==> src/rtl/shapool_pkg.sv <==
// rtl/shapool_pkg.sv - shared widths, counter helper and job FSM encoding
package shapool_pkg;

  localparam int GLOBAL_BITS_DEF = 64;
  localparam int DAISY_BITS_DEF  = 32;
  // Bit counters are wide enough to hold two daisy words plus margin, and saturate
  localparam int CNT_W           = 8;

  typedef enum logic [1:0] {
    ST_IDLE  = 2'd0,
    ST_ARMED = 2'd1,
    ST_RUN   = 2'd2,
    ST_DONE  = 2'd3
  } job_state_e;

  function automatic logic [CNT_W-1:0] sat_inc(input logic [CNT_W-1:0] v);
    return (&v) ? v : v + CNT_W'(1);
  endfunction

endpackage

==> src/rtl/spi_rx_shifter.sv <==
// rtl/spi_rx_shifter.sv - SPI pin synchronizer, edge detect, MSB-first shifter and bit counter
module spi_rx_shifter
  import shapool_pkg::*;
#(
  parameter int WIDTH = 32
) (
  input  logic             clk_in,
  input  logic             reset_n_in,
  input  logic             sck_in,
  input  logic             sdi_in,
  input  logic             cs_n_in,
  input  logic             load_en_in,
  input  logic [WIDTH-1:0] load_data_in,
  output logic [WIDTH-1:0] shift_out,
  output logic [CNT_W-1:0] count_out,
  output logic             cs_fall_out,
  output logic             cs_rise_out
);

  // Stage 0 is nearest the pin; stage 2 is the oldest sample
  logic [2:0]       sck_sync_q, sck_sync_d;
  logic [2:0]       sdi_sync_q, sdi_sync_d;
  logic [2:0]       cs_sync_q, cs_sync_d;
  logic [WIDTH-1:0] shift_q, shift_d;
  logic [CNT_W-1:0] count_q, count_d;
  logic             sck_rise;
  logic             cs_low;

  assign sck_rise    = sck_sync_q[1] & ~sck_sync_q[2];
  assign cs_fall_out = cs_sync_q[2] & ~cs_sync_q[1];
  assign cs_rise_out = ~cs_sync_q[2] & cs_sync_q[1];
  assign cs_low      = ~cs_sync_q[1];
  assign shift_out   = shift_q;
  assign count_out   = count_q;

  // Next synchronizer stages and shifter contents; a parallel load beats a coincident sck edge
  always_comb begin
    sck_sync_d = {sck_sync_q[1:0], sck_in};
    sdi_sync_d = {sdi_sync_q[1:0], sdi_in};
    cs_sync_d  = {cs_sync_q[1:0], cs_n_in};
    shift_d    = shift_q;
    count_d    = count_q;
    if (cs_fall_out) begin
      shift_d = '0;
      count_d = '0;
    end else if (load_en_in) begin
      shift_d = load_data_in;
    end else if (cs_low && sck_rise) begin
      shift_d = {shift_q[WIDTH-2:0], sdi_sync_q[2]};
      count_d = sat_inc(count_q);
    end
  end

  // State registers; chip select idles high out of reset
  always_ff @(posedge clk_in or negedge reset_n_in) begin
    if (!reset_n_in) begin
      sck_sync_q <= '0;
      sdi_sync_q <= '0;
      cs_sync_q  <= 3'b111;
      shift_q    <= '0;
      count_q    <= '0;
    end else begin
      sck_sync_q <= sck_sync_d;
      sdi_sync_q <= sdi_sync_d;
      cs_sync_q  <= cs_sync_d;
      shift_q    <= shift_d;
      count_q    <= count_d;
    end
  end

endmodule

==> src/rtl/spi_job_controller.sv <==
// rtl/spi_job_controller.sv - two-bus SPI job intake, core start/abort sequencing and result return
module spi_job_controller
  import shapool_pkg::*;
#(
  parameter int GLOBAL_BITS = GLOBAL_BITS_DEF,
  parameter int DAISY_BITS  = DAISY_BITS_DEF
) (
  input  logic                   clk_in,
  input  logic                   reset_n_in,
  input  logic                   sck0_in,
  input  logic                   sdi0_in,
  input  logic                   cs0_n_in,
  input  logic                   sck1_in,
  input  logic                   sdi1_in,
  input  logic                   cs1_n_in,
  output logic                   sdo1_out,
  output logic [GLOBAL_BITS-1:0] global_data_out,
  output logic [DAISY_BITS-1:0]  daisy_data_out,
  output logic                   core_start_out,
  output logic                   core_abort_out,
  input  logic                   core_done_in,
  input  logic                   core_success_in,
  input  logic [DAISY_BITS-1:0]  result_in,
  output logic                   ready_oe_out,
  output logic                   frame_err_out,
  output logic [1:0]             state_out
);

  logic [GLOBAL_BITS-1:0] g_shift;
  logic [CNT_W-1:0]       g_count;
  logic                   g_cs_fall, g_cs_rise;
  logic [DAISY_BITS-1:0]  d_shift;
  logic [CNT_W-1:0]       d_count;
  logic                   unused_d_cs_fall, d_cs_rise;
  logic                   d_load;

  job_state_e             state_q, state_d;
  logic                   gvalid_q, gvalid_d;
  logic                   dvalid_q, dvalid_d;
  logic                   err_q, err_d;
  logic                   ready_q, ready_d;
  logic                   start_q, start_d;
  logic                   abort_q, abort_d;
  logic [GLOBAL_BITS-1:0] gdata_q, gdata_d;
  logic [DAISY_BITS-1:0]  ddata_q, ddata_d;

  spi_rx_shifter #(.WIDTH(GLOBAL_BITS)) u_spi0 (
    .clk_in       (clk_in),
    .reset_n_in   (reset_n_in),
    .sck_in       (sck0_in),
    .sdi_in       (sdi0_in),
    .cs_n_in      (cs0_n_in),
    .load_en_in   (1'b0),
    .load_data_in ('0),
    .shift_out    (g_shift),
    .count_out    (g_count),
    .cs_fall_out  (g_cs_fall),
    .cs_rise_out  (g_cs_rise)
  );

  spi_rx_shifter #(.WIDTH(DAISY_BITS)) u_spi1 (
    .clk_in       (clk_in),
    .reset_n_in   (reset_n_in),
    .sck_in       (sck1_in),
    .sdi_in       (sdi1_in),
    .cs_n_in      (cs1_n_in),
    .load_en_in   (d_load),
    .load_data_in (result_in),
    .shift_out    (d_shift),
    .count_out    (d_count),
    .cs_fall_out  (unused_d_cs_fall),
    .cs_rise_out  (d_cs_rise)
  );

  assign sdo1_out        = d_shift[DAISY_BITS-1];
  assign global_data_out = gdata_q;
  assign daisy_data_out  = ddata_q;
  assign core_start_out  = start_q;
  assign core_abort_out  = abort_q;
  assign ready_oe_out    = ready_q;
  assign frame_err_out   = err_q;
  assign state_out       = state_q;

  // Frame-end validation, then job FSM; a new-job abort overrides anything set earlier this cycle
  always_comb begin
    state_d  = state_q;
    gvalid_d = gvalid_q;
    dvalid_d = dvalid_q;
    err_d    = err_q;
    ready_d  = ready_q;
    gdata_d  = gdata_q;
    ddata_d  = ddata_q;
    start_d  = 1'b0;
    abort_d  = 1'b0;
    d_load   = 1'b0;

    if (g_cs_rise) begin
      if (g_count == CNT_W'(GLOBAL_BITS)) begin
        gvalid_d = 1'b1;
        gdata_d  = g_shift;
        err_d    = 1'b0;
      end else begin
        gvalid_d = 1'b0;
        err_d    = 1'b1;
      end
    end

    if (d_cs_rise) begin
      if ((d_count != '0) && ((32'(d_count) % DAISY_BITS) == 0)) begin
        dvalid_d = 1'b1;
        ddata_d  = d_shift;
      end else begin
        err_d = 1'b1;
      end
    end

    case (state_q)
      ST_IDLE: begin
        if (gvalid_q && dvalid_q) state_d = ST_ARMED;
      end
      ST_ARMED: begin
        start_d = 1'b1;
        state_d = ST_RUN;
      end
      ST_RUN: begin
        if (g_cs_fall) begin
          abort_d  = 1'b1;
          ready_d  = 1'b0;
          gvalid_d = 1'b0;
          dvalid_d = 1'b0;
          state_d  = ST_IDLE;
        end else if (core_done_in) begin
          state_d = ST_DONE;
          if (core_success_in) begin
            d_load  = 1'b1;
            ready_d = 1'b1;
          end
        end
      end
      ST_DONE: begin
        if (g_cs_fall) begin
          ready_d  = 1'b0;
          gvalid_d = 1'b0;
          dvalid_d = 1'b0;
          state_d  = ST_IDLE;
        end
      end
      default: state_d = ST_IDLE;
    endcase
  end

  // Controller registers; reset discards everything without signalling the core
  always_ff @(posedge clk_in or negedge reset_n_in) begin
    if (!reset_n_in) begin
      state_q  <= ST_IDLE;
      gvalid_q <= 1'b0;
      dvalid_q <= 1'b0;
      err_q    <= 1'b0;
      ready_q  <= 1'b0;
      start_q  <= 1'b0;
      abort_q  <= 1'b0;
      gdata_q  <= '0;
      ddata_q  <= '0;
    end else begin
      state_q  <= state_d;
      gvalid_q <= gvalid_d;
      dvalid_q <= dvalid_d;
      err_q    <= err_d;
      ready_q  <= ready_d;
      start_q  <= start_d;
      abort_q  <= abort_d;
      gdata_q  <= gdata_d;
      ddata_q  <= ddata_d;
    end
  end

endmodule

==> config.mk <==
export PLATFORM = sky130hd
export DESIGN_NAME = spi_job_controller
export DESIGN_NICKNAME = d
export VERILOG_FILES = /design/src/rtl/shapool_pkg.sv /design/src/rtl/spi_rx_shifter.sv /design/src/rtl/spi_job_controller.sv
export SDC_FILE = /design/constraint.sdc
export NUM_CORES = 1
export LEC_CHECK = 0
export CAP_MARGIN = 10
export CELL_PAD_IN_SITES_DETAIL_PLACEMENT = 0
export CELL_PAD_IN_SITES_GLOBAL_PLACEMENT = 2
export CORE_MARGIN = 2
export CORE_UTILIZATION = 35
export DETAILED_ROUTE_END_ITERATION = 6
export PLACE_DENSITY_LB_ADDON = 0.1
export RECOVER_POWER = 50
export SLEW_MARGIN = 20
export SYNTH_ARGS = -nofsm -noshare
export SYNTH_HDL_FRONTEND = slang
export SYNTH_HIERARCHICAL = 1
export SYNTH_SLANG_ARGS = --single-unit
==> constraint.sdc <==
create_clock -name clk_in -period 3.8 [get_ports clk_in]
set_input_delay 0.38 -clock clk_in [delete_from_list [all_inputs] [get_ports clk_in]]
set_output_delay 0.38 -clock clk_in [all_outputs]
set_load 0.01 [all_outputs]
==> results of run 1 <==
-- layout by cell type (no fill, tap or decap), drive strengths merged, types with 3 or more instances in the layout --
cell type	count
nor2	119
nand4	5
conb	67
inv	3
and3	4
nor3	3
dfrtp	228
o211ai	6
dlygate4sd3	26
xor2	10
or2	3
dfstp	6
clkbuf	48
buf	9
a211oi	98
mux2	98
nor4b	4
mux2i	98
nor2b	7
clkinv	4
clkdlybuf4s50	118
-- critical path, cell delays in order --
cell and delay, ns:
dlygate4sd3_1 0.56, buf_8 0.64, clkbuf_1 1.17
-- layout make-up --
class / instances / area (sq um)
fillers: 2642 / 15800
flip-flops and latches: 234 / 5860
multi-input cells: 545 / 4320
repair buffers: 157 / 1550
clock buffers: 44 / 841
well taps: 384 / 480
clock inverters: 6 / 91.3
inverters: 3 / 11.3
-- power by group --
group          total, mW  switching, mW  internal [mW]  leakage (nW)
sequential          3.25          0.314           2.94          2.95
clock               2.65           1.01           1.64         0.459
combinational       1.51          0.655          0.852          2.38
total               7.41           1.98           5.43          5.79
-- stage by stage --
step	hold slack, ns	power, mW	utilization [%]	std cells
2_1_floorplan	0.0844	4.07	-	837
3_3_place_gp	0.332	4.82	42.4	1322
3_5_place_dp	0.339	4.86	42.4	1322
4_1_cts	0.222	7.58	45.6	1373
5_1_grt	0.358	7.84	45.5	1373
6_report	0.353	7.41	45.5	1373
-- layer usage --
layer | wire length, um | global-route usage [%] | up-vias
li1 | - | - | 3111
met1 | 10200 | 19.9 | 3252
met2 | 10200 | 23.6 | 128
met3 | 1070 | 3.38 | 38
met4 | 456 | 3.24 | 4
met5 | 21 | 0 | -
-- sequential cells by signal (all words and copies together) (netlist names), 2 cells and up --
name               count
daisy_data_out        32
u_spi0/cs_sync_q       3
state_out              2
u_spi0/count_out       8
u_spi0/shift_out      64
u_spi0/sck_sync_q      3
u_spi1/shift_out      32
u_spi1/sdi_sync_q      3
u_spi1/sck_sync_q      3
u_spi0/sdi_sync_q      3
global_data_out       64
u_spi1/count_out       8
u_spi1/cs_sync_q       3
-- kinds of logic (layout without fill, tap and decap cells) --
logic type | after synthesis | count (layout)
flip-flops | 234 | 234
AO/OA/AOI/OAI | 114 | 114
XOR/XNOR | 10 | 10
other | 1 | 67
adder cells (fa/ha/maj) | 2 | 2
multiplexers | 196 | 196
buffers and inverters | 58 | 210
AND/OR/NAND/NOR | 156 | 156
-- worst min path at each step --
| stage | startpoint | to | slack (ns) | cells past startpoint |
|---|---|---|---|---|
| 2_1_floorplan | reset_n_in | core_abort_out$_DFF_PN0_ | 0.08 | 0 |
| 3_3_place_gp | u_spi1/sdi_sync_q[0]$_DFF_PN0_ | u_spi1/sdi_sync_q[1]$_DFF_PN0_ | 0.33 | 0 |
| 5_1_grt | u_spi0/sck_sync_q[0]$_DFF_PN0_ | u_spi0/sck_sync_q[1]$_DFF_PN0_ | 0.36 | 0 |
| 3_5_place_dp | u_spi1/sck_sync_q[0]$_DFF_PN0_ | u_spi1/sck_sync_q[1]$_DFF_PN0_ | 0.34 | 0 |
| 4_1_cts | cs0_n_in | u_spi0/cs_sync_q[0]$_DFF_PN1_ | 0.22 | 1 |
| 6_report | u_spi1/sdi_sync_q[1]$_DFF_PN0_ | u_spi1/sdi_sync_q[2]$_DFF_PN0_ | 0.35 | 0 |
-- repair_timing --
item | in CTS | in global routing
hold endpoints to repair | 32 | 0
resized for setup | 0 | 0
hold buffers | 1 | 0
==> impl_metrics.csv, run 1 <==
group,metric,value,unit
placement,place_ws,1.42,ns
synth,netlist_area,10300,sq um
synth,yosysWarnings,6,
hold_path,min_path_type,"flop to flop",
grt,antenna_found_initial,2,
timing,max-slew-margin-rel,-1.56,%
synth,postSynthCellCount,771,
run_status,status,"complete, but fails checks",
synth,synth.area.top_cells,"dfrtp_1 55%, mux2_2 10%, mux2i_1 9.5%",
layout,syn_to_final_growth,27.1,%
timing,clock.fmax,410,MHz
floorplan,die_area,31000,sq um
synth,yosys.area_share.simple,7.19,%
floorplan,num_rows,62,
synth,synth_fa_ha_area_share,0.242,%
route,via_per_inst,4.76,
setup_path,end_kind,"async pin",
timing,finalCritPeriodShare,64.2,%
synth,ys.flop_type,"dfrtp_1",
timing,maxSlewViolCount,56,
timing,setup_viol,0,
grt,grt_pass1_vias,7032,
placement,place_congestion,0.748,
setup_path,cp_data_required_time,4.16,ns
placement,dpl.hpwl,13.5,mm
timing,skew,0.0264,ns
synth,synth_compound_area_share,11.0,%
clock_tree,cts_root_buf,"clkbuf_16",
layout,antennaDiodeCount,0,
setup_path,worstSetupEndpoint,"global_data_out[51]$_DFFE_PN0P_",
layout,drive_gt1_share,22.0,%
synth,synth_seq_area_share,56.7,%
setup_path,crit_fanout,118,
setup_path,rrSetupSlack,1.46,ns
power,ir_drop,0.000356,V
timing,hold_viol,0,
setup_path,r2r_end,"u_spi0/shift_out[40]$_DFFE_PN0P_",
grt,gr-total-overflow,0,
setup_path,worst_r2r_path_depth,4,
clock_tree,cts_buffers,28,
synth,synth_top_area_share,55.1,%
setup_path,setup.worst_path.start,"reset_n_in",
grt,grtUsageTotal,14.5,%
synth,synthXorXnorAreaFrac,0.846,%
timing,fin_setup_tns,0,ns
layout,fin_area,13200,sq um
route,ant_nets,0,
setup_path,crit_type,"primary input to async pin",
job,drv_cap,2,
placement,post_dp_cell_area,12300,sq um
layout,nets,1013,
clock_tree,clkSinkCount,234,
grt,grt_start_max_net_pins,119,
route,finalWirelength,22.0,mm
clock_tree,clk_pin_slew_worst_paths,0.05,ns
route,drc,0,
route,wire_per_inst,16.0,um
placement,portBuffers,144,
clock_tree,h-tree-depth,1,
floorplan,initial_core_util,35.8,%
synth,synth_edf_count,0,
synth,synth_area_leader_cell,"dfrtp_1",
synth,netlist_top_cells_count,"228 x dfrtp_1, 119 x nor2_1, 98 x mux2i_1",
floorplan,io_pins,145,
synth,yosys.cell_count.top_type,"dfrtp_1",
synth,synth.area.mux_share,20.1,%
floorplan,core,28900,sq um
timing,setup_ws,1.36,ns
synth,async_reset_ff_share,100,%
floorplan,die_y,176,um
clock_tree,cts_setup_buffers,0,
synth,ys_ff_latch,234,
floorplan,die_x,176,um
route,firstDrtPassIters,4,
run_status,violations,"capacitance limit, slew limit",
timing,rsz0062_at_grt,"false",
setup_path,timing.rr.start,"u_spi0/cs_sync_q[2]$_DFF_PN1_",
timing,fin_crit,2.44,ns
clock_tree,ctsLongestPathBuffers,3,
route,vias,6533,
clock_tree,insertion_delay,0.54,ns
power,powerDensity,564,nW/um^2
clock_tree,tritoncts,"done",
grt,grt_first_pass_wirelength,37.0,mm
setup_path,start_kind,"primary input",
synth,synthDistinctLibCells,46,
route,drt_iter0_drc,381,
timing,tightest_slew,1.52,ns
power,cellLeakagePower,5.79,nW
synth,syn_avg_cell_area,13.4,sq um
setup_path,cp.arrival,2.80,ns
synth,synth_top_family_by_area,"multiplexers",
Power figures use the tool's default switching activity.
==> run 2, diff against run 1 <==
Clock period 3.8 ns to 2.25 ns, I/O delays scaled along.
==> impl_metrics.csv, run 2 (same netlist as run 1, synthesis figures left out) <==
group,metric,value,unit
run_status,status,"complete, but fails checks",
run_status,violations,"capacitance limit, slew limit",
floorplan,io_pins,145,
grt,gr-total-overflow,0,
route,via_per_inst,4.74,
setup_path,timing.rr.start,"u_spi1/count_out[0]$_DFFE_PN0P_",
placement,place_inst,1327,
floorplan,die_x,176,um
route,wire_per_inst,16.2,um
setup_path,crit_type,"flop to flop",
grt,grtUsageTotal,14.5,%
clock_tree,cts_root_buf,"clkbuf_16",
layout,antennaDiodeCount,0,
floorplan,core,28900,sq um
clock_tree,postCtsResizedCells,0,
layout,syn_to_final_growth,28.2,%
timing,setup_ws,0.145,ns
route,drc,0,
clock_tree,tritoncts,"done",
layout,nets,1017,
hold_path,min_path_type,"primary input to flop",
clock_tree,insertion_delay,0.54,ns
layout,fin_area,13300,sq um
placement,post_dp_cell_area,12400,sq um
power,ir_drop,0.000416,V
placement,place_congestion,0.727,
clock_tree,cts_setup_buffers,0,
setup_path,cp.arrival,2.52,ns
route,ant_nets,0,
placement,portBuffers,144,
route,vias,6516,
timing,maxSlewViolCount,59,
layout,drive_gt1_share,22.9,%
placement,dpl.hpwl,13.8,mm
clock_tree,cts-hold-fix-buffers,1,
timing,skew,0.0262,ns
clock_tree,clk_pin_slew_worst_paths,0.06,ns
power,powerDensity,932,nW/um^2
route,finalWirelength,22.2,mm
power,cellLeakagePower,5.84,nW
timing,rsz0062_at_grt,"false",
setup_path,end_kind,"flop",
floorplan,num_rows,62,
floorplan,initial_core_util,35.8,%
layout,final_common_cell,"dfrtp_1",
timing,setup_viol,0,
setup_path,rrSetupSlack,0.15,ns
route,drt_iter0_drc,298,
clock_tree,h-tree-depth,1,
hold_path,holdPathStages,1,
floorplan,die_y,176,um
placement,place_ws,0.134,ns
timing,max-slew-margin-rel,-16.8,%
setup_path,worst_r2r_path_depth,4,
route,firstDrtPassIters,4,
setup_path,crit_fanout,33,
timing,clock.fmax,475,MHz
hold_path,hold_start,"cs1_n_in",
layout,final_util,45.8,%
clock_tree,ctsLongestPathBuffers,3,
grt,antenna_found_initial,2,
grt,grt_pass1_vias,6798,
timing,tightest_slew,1.75,ns
layout,final_cell_mix,"228 x dfrtp_1, 120 x clkdlybuf4s50_1, 118 x nor2_1",
floorplan,die_area,31000,sq um
clock_tree,clkSinkCount,234,
layout,fillers,2609,
timing,fin_crit,2.10,ns
setup_path,start_kind,"flop",
grt,grt_start_max_net_pins,77,
job,drv_cap,1,
timing,hold_ws,0.254,ns
power,power,12.4,mW
layout,fin_cells,1375,
timing,finalCritPeriodShare,93.6,%
setup_path,cp_data_required_time,2.67,ns
setup_path,r2r_end,"daisy_data_out[10]$_DFFE_PN0P_",
timing,fin_setup_tns,0,ns
hold_path,whs_endpoint,"u_spi1/cs_sync_q[0]$_DFF_PN1_",
grt,grt_first_pass_wirelength,36.3,mm
clock_tree,cts_buffers,27,
timing,hold_viol,0,
## run 2: worst max path at each step
stage,startpoint,end,slack (ns)
2_1_floorplan,u_spi0/cs_sync_q[2]$_DFF_PN1_,u_spi1/count_out[7]$_DFFE_PN0P_,0.02
3_3_place_gp,u_spi1/count_out[0]$_DFFE_PN0P_,daisy_data_out[15]$_DFFE_PN0P_,0.23
3_5_place_dp,u_spi1/count_out[0]$_DFFE_PN0P_,daisy_data_out[10]$_DFFE_PN0P_,0.13
4_1_cts,u_spi1/count_out[0]$_DFFE_PN0P_,daisy_data_out[0]$_DFFE_PN0P_,0.13
5_1_grt,u_spi1/count_out[0]$_DFFE_PN0P_,daisy_data_out[5]$_DFFE_PN0P_,0.08
6_report,u_spi1/count_out[0]$_DFFE_PN0P_,daisy_data_out[10]$_DFFE_PN0P_,0.15
## run 2: layout make-up
type / count / area [sq um] / area share, %
multi-input cells: 545 / 4330 / 32.7
repair buffers: 162 / 1700 / 12.8
flip-flops and latches: 234 / 5860 / 44.2
well taps: 384 / 480 / 3.62
clock inverters: 7 / 63.8 / 0.481
clock buffers: 40 / 815 / 6.14
inverters: 3 / 11.3 / 0.0849
## run 2: routing by layer
metal	global-route usage (%)	wire length (um)
met3	3.81	1330
met2	23.3	10300
met1	19.6	10200
met4	3.44	340
met5	0	21
## run 2: where the power goes
group	internal (mW)	switching (mW)
Sequential	4.97	0.513
Combinational	1.48	1.13
Clock	2.59	1.67
Total	9.04	3.31
## run 2: worst max-delay path, stage by stage (launching register included)
cell     delay [ns]
dfrtp_1        0.42
or4_4          0.57
nor4b_4        0.34
buf_12         0.26
mux2_2         0.37
==> RTL edit: new RTL, config.mk and constraints of run 1 <==
Make the reset (`reset_n_in`) synchronous in 2 clocked blocks.
--- a/src/rtl/spi_rx_shifter.sv
+++ b/src/rtl/spi_rx_shifter.sv
@@ -53,5 +53,5 @@
 
   // State registers; chip select idles high out of reset
-  always_ff @(posedge clk_in or negedge reset_n_in) begin
+  always_ff @(posedge clk_in) begin
     if (!reset_n_in) begin
       sck_sync_q <= '0;
--- a/src/rtl/spi_job_controller.sv
+++ b/src/rtl/spi_job_controller.sv
@@ -151,5 +151,5 @@
 
   // Controller registers; reset discards everything without signalling the core
-  always_ff @(posedge clk_in or negedge reset_n_in) begin
+  always_ff @(posedge clk_in) begin
     if (!reset_n_in) begin
       state_q  <= ST_IDLE;
Formal check against the unedited RTL: differs if reset_n_in is asserted again (counterexample within 10 cycles, from zero or initial values and one cycle with reset_n_in low); with reset_n_in held inactive, the same outputs for 10 cycles.
==> RTL edit against run 1 <==
The run still ends with max-capacitance violations, max-slew violations left; wire length rose by 1.5%; die area fell by 3.8%; utilization rose by 0.21 points; hold slack got worse by 160 ps; global-route usage rose by 0.48 points; sequential cell count did not move; sequential share of layout area fell by 7.8 points; final area fell by 3.3%; setup slack got worse by 200 ps; area after synthesis fell by 3.9%; largest cell class is now multi-input combinational cells.
Power is not compared: it rests on default switching activity, and its combinational part moved more than twofold at a synthesized area within 25%.
==> RTL edit: results (changes against run 1) <==
** Finish
- Count of placed standard cells in the final layout, fillers left out :: 1,576 (+15%)
- Area occupied by multi-input gates :: 0.00512 mm2 (+19%)
- The clock buffer count in the final layout is 43 (-2.3%).
- The post-layout utilization of the core is 45.7% (+0.21 points).
- The number of combinational gates with multiple inputs was 758 (+39%).
- Fillers :: 2,679 (+1.4%)
- Count of non-CTS inverters in the layout :: 4 (+1)
- Share of final-layout standard cells stronger than drive strength 1 :: 13.2% (-8.9 points)
- The portion of the layout cell area used by clock cells was 7.18% (+0.092 points).

** Routing
- Routed signal wires occupy layers up through met4.
- Detail-routed net length per standard cell :: 14.2 um (-12%)
- The vias after detailed routing is 7,132 (+9.2%).
- The number of DRC markers in iteration 0 is 269 (-29%).

** Yosys
- By area the synthesized netlist is led by dfxtp_1 (47%), mux2i_1 (20%), mux2_2 (11%).
- Synth top cells by count :: dfxtp_1 (234), nand2_1 (199), mux2i_1 (194)
- Gate Count Post-Synth :: 1,002 (+30%)
- The post-synthesis sequential area ratio is 47.1% (-9.5 points).

** Run status
- The final reports fail on max-capacitance violations, max-slew violations.
- The run finished, with violations left.

** GRT
- The initial antenna violation count is 0 (-2).
- The met2 capacity usage during global routing came to 24.5% (+0.88 points).
- Wire length of the first global-routing pass :: 37.8 mm (+2.1%)
- Maximum number of pins on one net before global-route repair :: 105 (-12%)

** Timing
- Max-slew violations :: 170 (+200%)
- Max_slew headroom :: -35.8% (-34 points)
- Setup skew after layout :: 8.26 ps (-18.1 ps)

** Flow run
- Total of max-cap violations :: 2 (unchanged)

** Setup path
- The biggest fanout along the worst timing path came to 64 (-46%).
[RTL edit: cell types whose count changed after synthesis, sizes merged, moves of 10 or more]
cell and delta:
mux2i +96, a211oi -98, clkbuf +23, dfxtp +234
a21oi +10, dfrtp -228, nand2 +198, nor2 -15
and2 +10
[RTL edit: worst max-delay path, cell delays in order (launching register included)]
cell and delay [ps]:
dfxtp_1 350, nor3b_1 190, clkbuf_2 1290, mux2_2 440, mux2i_1 130, nor2_1 60
[RTL edit: path summary, 6_finish.rpt]
kind	end	depth (start not counted)	start	slack [ps]
min	u_spi1/cs_sync_q[1]	2	reset_n_in	190
min reg2reg	u_spi1/cs_sync_q[1]	1	u_spi1/cs_sync_q[0]	410
max reg2reg	u_spi0/shift_out[9]	5	u_spi0/sck_sync_q[1]	1160
max	u_spi0/shift_out[9]	5	u_spi0/sck_sync_q[1]	1160
